[src/rtl/imem_arbiter_if.sv]
// Request/response and memory-port signals shared by the fetch unit, debug bridge
// and instruction memory around imem_arbiter.
interface imem_arbiter_if #(
  parameter int unsigned DEPTH_WORDS = 256
) ();
  localparam int unsigned IDX_W = $clog2(DEPTH_WORDS);

  logic             fetch_valid;
  logic [31:0]      fetch_addr;
  logic             fetch_ready;
  logic             fetch_rvalid;
  logic [31:0]      fetch_rdata;
  logic             fetch_err;

  logic             dbg_valid;
  logic             dbg_we;
  logic [31:0]      dbg_addr;
  logic [31:0]      dbg_wdata;
  logic             dbg_ready;
  logic             dbg_rvalid;
  logic [31:0]      dbg_rdata;
  logic             dbg_err;

  logic             mem_en;
  logic             mem_we;
  logic [IDX_W-1:0] mem_idx;
  logic [31:0]      mem_wdata;
  logic [31:0]      mem_rdata;

  // Arbiter side
  modport slave (
    input  fetch_valid, fetch_addr,
    output fetch_ready, fetch_rvalid, fetch_rdata, fetch_err,
    input  dbg_valid, dbg_we, dbg_addr, dbg_wdata,
    output dbg_ready, dbg_rvalid, dbg_rdata, dbg_err,
    output mem_en, mem_we, mem_idx, mem_wdata,
    input  mem_rdata
  );

  // Requester / memory side
  modport master (
    output fetch_valid, fetch_addr,
    input  fetch_ready, fetch_rvalid, fetch_rdata, fetch_err,
    output dbg_valid, dbg_we, dbg_addr, dbg_wdata,
    input  dbg_ready, dbg_rvalid, dbg_rdata, dbg_err,
    input  mem_en, mem_we, mem_idx, mem_wdata,
    output mem_rdata
  );
endinterface

[src/rtl/imem_arbiter.sv]
// Round-robin arbiter sharing one instruction-memory port between fetch and debug,
// with range/alignment rejection and one-cycle response routing.
module imem_arbiter #(
  parameter int unsigned DEPTH_WORDS = 256
) (
  input logic           clk,
  input logic           rst,
  imem_arbiter_if.slave bus
);
  localparam int unsigned IDX_W = $clog2(DEPTH_WORDS);

  localparam logic       LG_FETCH  = 1'b0;
  localparam logic       LG_DBG    = 1'b1;
  localparam logic [1:0] SRC_NONE  = 2'd0;
  localparam logic [1:0] SRC_FETCH = 2'd1;
  localparam logic [1:0] SRC_DBG   = 2'd2;

  logic        last_grant;
  logic [1:0]  resp_src;
  logic        resp_err;
  logic        resp_wr;

  logic        gnt_f;
  logic        gnt_d;
  logic        gnt;
  logic [31:0] sel_addr;
  logic        sel_legal;
  logic        sel_we;

  // Grants are masked by rst so every output reads 0 while reset is held.
  always_comb begin
    gnt_f     = !rst && bus.fetch_valid && (!bus.dbg_valid || last_grant == LG_DBG);
    gnt_d     = !rst && bus.dbg_valid && (!bus.fetch_valid || last_grant == LG_FETCH);
    gnt       = gnt_f || gnt_d;
    sel_addr  = gnt_d ? bus.dbg_addr : bus.fetch_addr;
    sel_legal = (sel_addr[31:IDX_W+2] == '0) && (sel_addr[1:0] == 2'b00);
    sel_we    = gnt_d && bus.dbg_we;
  end

  always_comb begin
    bus.fetch_ready = gnt_f;
    bus.dbg_ready   = gnt_d;
    bus.mem_en      = gnt && sel_legal;
    bus.mem_we      = sel_we && sel_legal;
    bus.mem_idx     = (gnt && sel_legal) ? sel_addr[IDX_W+1:2] : '0;
    bus.mem_wdata   = (sel_we && sel_legal) ? bus.dbg_wdata : '0;
  end

  always_comb begin
    bus.fetch_rvalid = (resp_src == SRC_FETCH);
    bus.fetch_err    = (resp_src == SRC_FETCH) && resp_err;
    bus.fetch_rdata  = ((resp_src == SRC_FETCH) && !resp_err) ? bus.mem_rdata : '0;
    bus.dbg_rvalid   = (resp_src == SRC_DBG);
    bus.dbg_err      = (resp_src == SRC_DBG) && resp_err;
    bus.dbg_rdata    = ((resp_src == SRC_DBG) && !resp_err && !resp_wr) ? bus.mem_rdata : '0;
  end

  always_ff @(posedge clk or posedge rst) begin
    if (rst) begin
      last_grant <= LG_DBG;
      resp_src   <= SRC_NONE;
      resp_err   <= 1'b0;
      resp_wr    <= 1'b0;
    end else begin
      if (gnt) begin
        last_grant <= gnt_d ? LG_DBG : LG_FETCH;
      end
      resp_src <= gnt_d ? SRC_DBG : (gnt_f ? SRC_FETCH : SRC_NONE);
      resp_err <= gnt && !sel_legal;
      resp_wr  <= sel_we;
    end
  end
endmodule

[src/flat_wrapper.sv]
// flat-port wrapper written by rule: the top's interface ports become plain ports
module imem_arbiter_flat 
#(
  parameter int unsigned DEPTH_WORDS = 256
)
  (clk, rst, bus_fetch_valid, bus_fetch_addr, bus_fetch_ready, bus_fetch_rvalid, bus_fetch_rdata, bus_fetch_err, bus_dbg_valid, bus_dbg_we, bus_dbg_addr, bus_dbg_wdata, bus_dbg_ready, bus_dbg_rvalid, bus_dbg_rdata, bus_dbg_err, bus_mem_en, bus_mem_we, bus_mem_idx, bus_mem_wdata, bus_mem_rdata);
  imem_arbiter_if #(.DEPTH_WORDS(DEPTH_WORDS)) bus_i ();
  input logic clk;
  input logic rst;
  input wire logic [$bits(bus_i.fetch_valid)-1:0] bus_fetch_valid;
  input wire logic [$bits(bus_i.fetch_addr)-1:0] bus_fetch_addr;
  output wire logic [$bits(bus_i.fetch_ready)-1:0] bus_fetch_ready;
  output wire logic [$bits(bus_i.fetch_rvalid)-1:0] bus_fetch_rvalid;
  output wire logic [$bits(bus_i.fetch_rdata)-1:0] bus_fetch_rdata;
  output wire logic [$bits(bus_i.fetch_err)-1:0] bus_fetch_err;
  input wire logic [$bits(bus_i.dbg_valid)-1:0] bus_dbg_valid;
  input wire logic [$bits(bus_i.dbg_we)-1:0] bus_dbg_we;
  input wire logic [$bits(bus_i.dbg_addr)-1:0] bus_dbg_addr;
  input wire logic [$bits(bus_i.dbg_wdata)-1:0] bus_dbg_wdata;
  output wire logic [$bits(bus_i.dbg_ready)-1:0] bus_dbg_ready;
  output wire logic [$bits(bus_i.dbg_rvalid)-1:0] bus_dbg_rvalid;
  output wire logic [$bits(bus_i.dbg_rdata)-1:0] bus_dbg_rdata;
  output wire logic [$bits(bus_i.dbg_err)-1:0] bus_dbg_err;
  output wire logic [$bits(bus_i.mem_en)-1:0] bus_mem_en;
  output wire logic [$bits(bus_i.mem_we)-1:0] bus_mem_we;
  output wire logic [$bits(bus_i.mem_idx)-1:0] bus_mem_idx;
  output wire logic [$bits(bus_i.mem_wdata)-1:0] bus_mem_wdata;
  input wire logic [$bits(bus_i.mem_rdata)-1:0] bus_mem_rdata;
  assign bus_i.fetch_valid = bus_fetch_valid;
  assign bus_i.fetch_addr = bus_fetch_addr;
  assign bus_fetch_ready = bus_i.fetch_ready;
  assign bus_fetch_rvalid = bus_i.fetch_rvalid;
  assign bus_fetch_rdata = bus_i.fetch_rdata;
  assign bus_fetch_err = bus_i.fetch_err;
  assign bus_i.dbg_valid = bus_dbg_valid;
  assign bus_i.dbg_we = bus_dbg_we;
  assign bus_i.dbg_addr = bus_dbg_addr;
  assign bus_i.dbg_wdata = bus_dbg_wdata;
  assign bus_dbg_ready = bus_i.dbg_ready;
  assign bus_dbg_rvalid = bus_i.dbg_rvalid;
  assign bus_dbg_rdata = bus_i.dbg_rdata;
  assign bus_dbg_err = bus_i.dbg_err;
  assign bus_mem_en = bus_i.mem_en;
  assign bus_mem_we = bus_i.mem_we;
  assign bus_mem_idx = bus_i.mem_idx;
  assign bus_mem_wdata = bus_i.mem_wdata;
  assign bus_i.mem_rdata = bus_mem_rdata;
  imem_arbiter #(.DEPTH_WORDS(DEPTH_WORDS)) u_core (.clk(clk), .rst(rst), .bus(bus_i));
endmodule
[config.mk]
export PLATFORM = sky130hd
export DESIGN_NAME = imem_arbiter_flat
export DESIGN_NICKNAME = d
export VERILOG_FILES = /design/src/rtl/imem_arbiter_if.sv /design/src/rtl/imem_arbiter.sv /design/src/flat_wrapper.sv
export SDC_FILE = /design/constraint.sdc
export NUM_CORES = 1
export LEC_CHECK = 0
export ABC_AREA = 0
export BUFFER_PORTS_ARGS = -buffer_cell sky130_fd_sc_hd__buf_4
export CAP_MARGIN = 20
export CORE_AREA = 2 2 96 98
export DETAILED_ROUTE_END_ITERATION = 7
export DIE_AREA = 0 0 98 100
export HOLD_SLACK_MARGIN = 0.05
export PLACE_DENSITY = 0.56
export SLEW_MARGIN = 15
export SYNTH_ARGS = -nofsm -noshare
export SYNTH_HDL_FRONTEND = slang
export SYNTH_SLANG_ARGS = --single-unit
[constraint.sdc]
create_clock -name clk -period 1.2 [get_ports clk]
set_input_delay 0.06 -clock clk [delete_from_list [all_inputs] [get_ports clk]]
set_output_delay 0.06 -clock clk [all_outputs]
set_load 0.01 [all_outputs]
==> impl_metrics.ini <==
[outcome]
status = complete, but fails checks
violations = negative setup slack

[placement]
io_buffers = 244
dp.cells = 539
place_hpwl_um = 5510
placed_cell_area_um2 = 3410
gp_congestion = 0.730

[floorplan]
initial_core_util_pct = 13.1
boundaryPins = 245
die_area_um2 = 9800
core_um2 = 8890
rows = 35
die_y_um = 100
dieWidth_um = 98

[final_layout]
num_antenna_cells = 0
design_area_um2 = 4170
layout.nets = 584
fin_cells = 561
layout-drive-gt1-share_pct = 87.6
area_delta_synth_final_pct = 258

[synthesis]
yosysSeqAreaShare_pct = 10.8
ys_top_cells_by_area = and2_1, dfrtp_1, and2_2, nor4_1, nand2_1
synth_area_per_cell_um2 = 6.63
netlist_instances = 176
ys.warnings.count = 0
syn_area_um2 = 1170
synth_cell_type_count = 23
synth_top_cell_by_area = and2_1
syn-num-nets = 309
yosysTopAreaCellShare_pct = 46.1
ys_seq_elements = 5

[power_and_ir_drop]
power-per-cell-area_nw_per_um2 = 374
p_leak_uw = 0.00214
power.total_uw = 1560
vdd_drop_max_uv = 287

[detailed_routing]
vias = 2303
viasPerCell = 4.11
drtIter0Drc = 33
routedWlPerCell_um = 13.3
routed_wl_um = 7470
dr.pass1.iters = 4
drtAntennaViolNets = 0
drc = 0

[timing]
grt_setup_unrepaired = true
worst_clock_skew_ns = 0.00189
hold_viol = 0
slew_viol_final = 0
timing.hold.ws_ns = 0.150
setup_viol = 110
max_slew_margin_pct = 76.4
tns_ns = -39.94
worstMarginPinSlew_ns = 0.350
finalCritPeriodShare_pct = 136
fin_crit_ns = 1.63
setup_slack_ns = -0.427
clock.fmax_ghz = 0.615

[global_routing]
antenna_found_initial = 0
grt.total_usage_pct = 13.6
grt_pass1_wl_um = 11000
first_global_vias = 2286
grt_max_degree = 34
overflow = 0

[critical_path]
timing.critical_path.from_type = flop
critical_path.max_fanout = 33
cp.required_ns = 1.14
arrival_ns = 1.57
reg2regPathDepth = 5
crit_chain = a211oi_4, nor3b_4, buf_12, and2_2, buf_4
critPathKind = reg2out
slowest_delay_ns = 0.38
slowest_stage = dfstp_2
end_kind = output pin

[cts]
cts_made_buffers = 3
clk_path_buf_depth = 2
cts-root-buf = clkbuf_8
htree_levels = 1
cts.sinks = 5
clk_latency_ns = 0.22
clkSlewWorstSetupHoldPaths_ns = 0.03
tritoncts = built

[worst_hold_path]
worstHoldPathCells = 3
min_path_type = in2reg

[job]
drv_cap = 0
logic make-up (layout without fill, tap and decap cells):
kind of cell,count (synthesis),after routing,synth area share [%]
buffers and inverters,17,291,7.51
flip-flops,5,5,10.8
AO/OA/AOI/OAI,15,15,8.37
AND/OR/NAND/NOR,139,139,73.3
worst max-delay path: cells and delay by family (launching register included):
family | cells | cell delay, ns
flip-flops | 1 | 0.38
buffers and inverters | 2 | 0.30
AND/OR/NAND/NOR | 2 | 0.42
AO/OA/AOI/OAI | 1 | 0.24
stage by stage:
step / setup slack [ns] / utilization (%)
after floorplan: -0.0496 / -
after global placement: -0.229 / 38.4
after detailed placement: -0.290 / 38.4
after CTS: -0.441 / 46.0
after global routing: -0.488 / 46.9
final: -0.427 / 46.9
power by group:
group	leakage (µW)	total [µW]	switching, µW	internal, µW
clock	0.0000228	306	78.4	228
combinational	0.00206	1040	343	701
sequential	0.0000629	212	20.3	191
total	0.00214	1560	442	1120
metal layers:
layer / vias to the layer above / wire length, µm / global-route usage, % / part of all wire, %
li1: 1116 / - / - / -
met1: 1040 / 2500 / 14.5 / 33
met2: 141 / 4170 / 26.1 / 56
met3: 6 / 721 / 3.83 / 9.7
met4: 0 / 81 / 3.42 / 1.1
met5: - / 0 / 0 / 0
registers in the layout, summed over array words and instances (netlist names):
| register | flops |
|---|---|
| u_core.last_grant | 1 |
| u_core.resp_err | 1 |
| u_core.resp_src | 2 |
| u_core.resp_wr | 1 |
cell usage in the layout (no fill, tap or decap), types with 2 or more instances in the layout:
cell | netlist | layout
dfrtp_1 | 4 | 4
nor3b_4 | 1 | 2
and2_1 | 86 | 8
nand2_1 | 18 | 18
nor4_1 | 12 | 11
buf_8 | 0 | 4
buf_6 | 3 | 94
buf_4 | 0 | 178
and2_2 | 12 | 12
clkbuf_8 | 0 | 3
inv_1 | 5 | 5
and2_4 | 0 | 78
nor2b_4 | 0 | 3
buf_12 | 0 | 4
o22ai_2 | 0 | 9
nand2b_1 | 2 | 2
synthesized netlist by cell type:
| cell | count |
|---|---|
| dfstp_2 | 1 |
| nor2b_1 | 3 |
| buf_2 | 1 |
| o21ai_0 | 1 |
| clkbuf_1 | 8 |
| a211oi_2 | 1 |
| nor3b_1 | 1 |
| a22o_1 | 1 |
| dfrtp_1 | 4 |
| nor4_1 | 12 |
| o22ai_1 | 9 |
| nand3_1 | 1 |
| inv_1 | 5 |
| buf_6 | 3 |
| and2_1 | 86 |
| nand4_1 | 1 |
| nand2b_1 | 2 |
| nor3b_4 | 1 |
| nand2_1 | 18 |
| or2_0 | 1 |
| and4_1 | 1 |
| a21oi_1 | 3 |
| and2_2 | 12 |
path summary, 6_finish.rpt:
check | start | to | slack, ns
setup reg to reg | u_core.last_grant | u_core.resp_err | -0.04
hold reg to reg | u_core.last_grant | u_core.last_grant | 0.52
setup / recovery | u_core.last_grant | bus_mem_wdata[25] | -0.43
hold / removal | bus_dbg_valid | u_core.resp_src[0] | 0.15
min in group asynchronous | rst | u_core.resp_src[0] | 0.42
max in group asynchronous | rst | u_core.last_grant | 0.55
final cells by class:
| type | count | area, µm² |
|---|---|---|
| fillers | 860 | 4720 |
| flip-flops and latches | 5 | 126 |
| multi-input cells | 154 | 1270 |
| clock buffers | 4 | 45.0 |
| well taps | 111 | 139 |
| inverters | 5 | 18.8 |
| repair buffers | 282 | 2570 |
timing repair:
action	in CTS	in global routing
gates resized for setup	141	25
setup buffers	12	4
endpoints found under the setup margin	111	111
pin swaps	45	9
endpoints found under the hold margin	4	0
hold buffers	1	0
gates cloned	5	2
(Power assumes the default switching activity.)
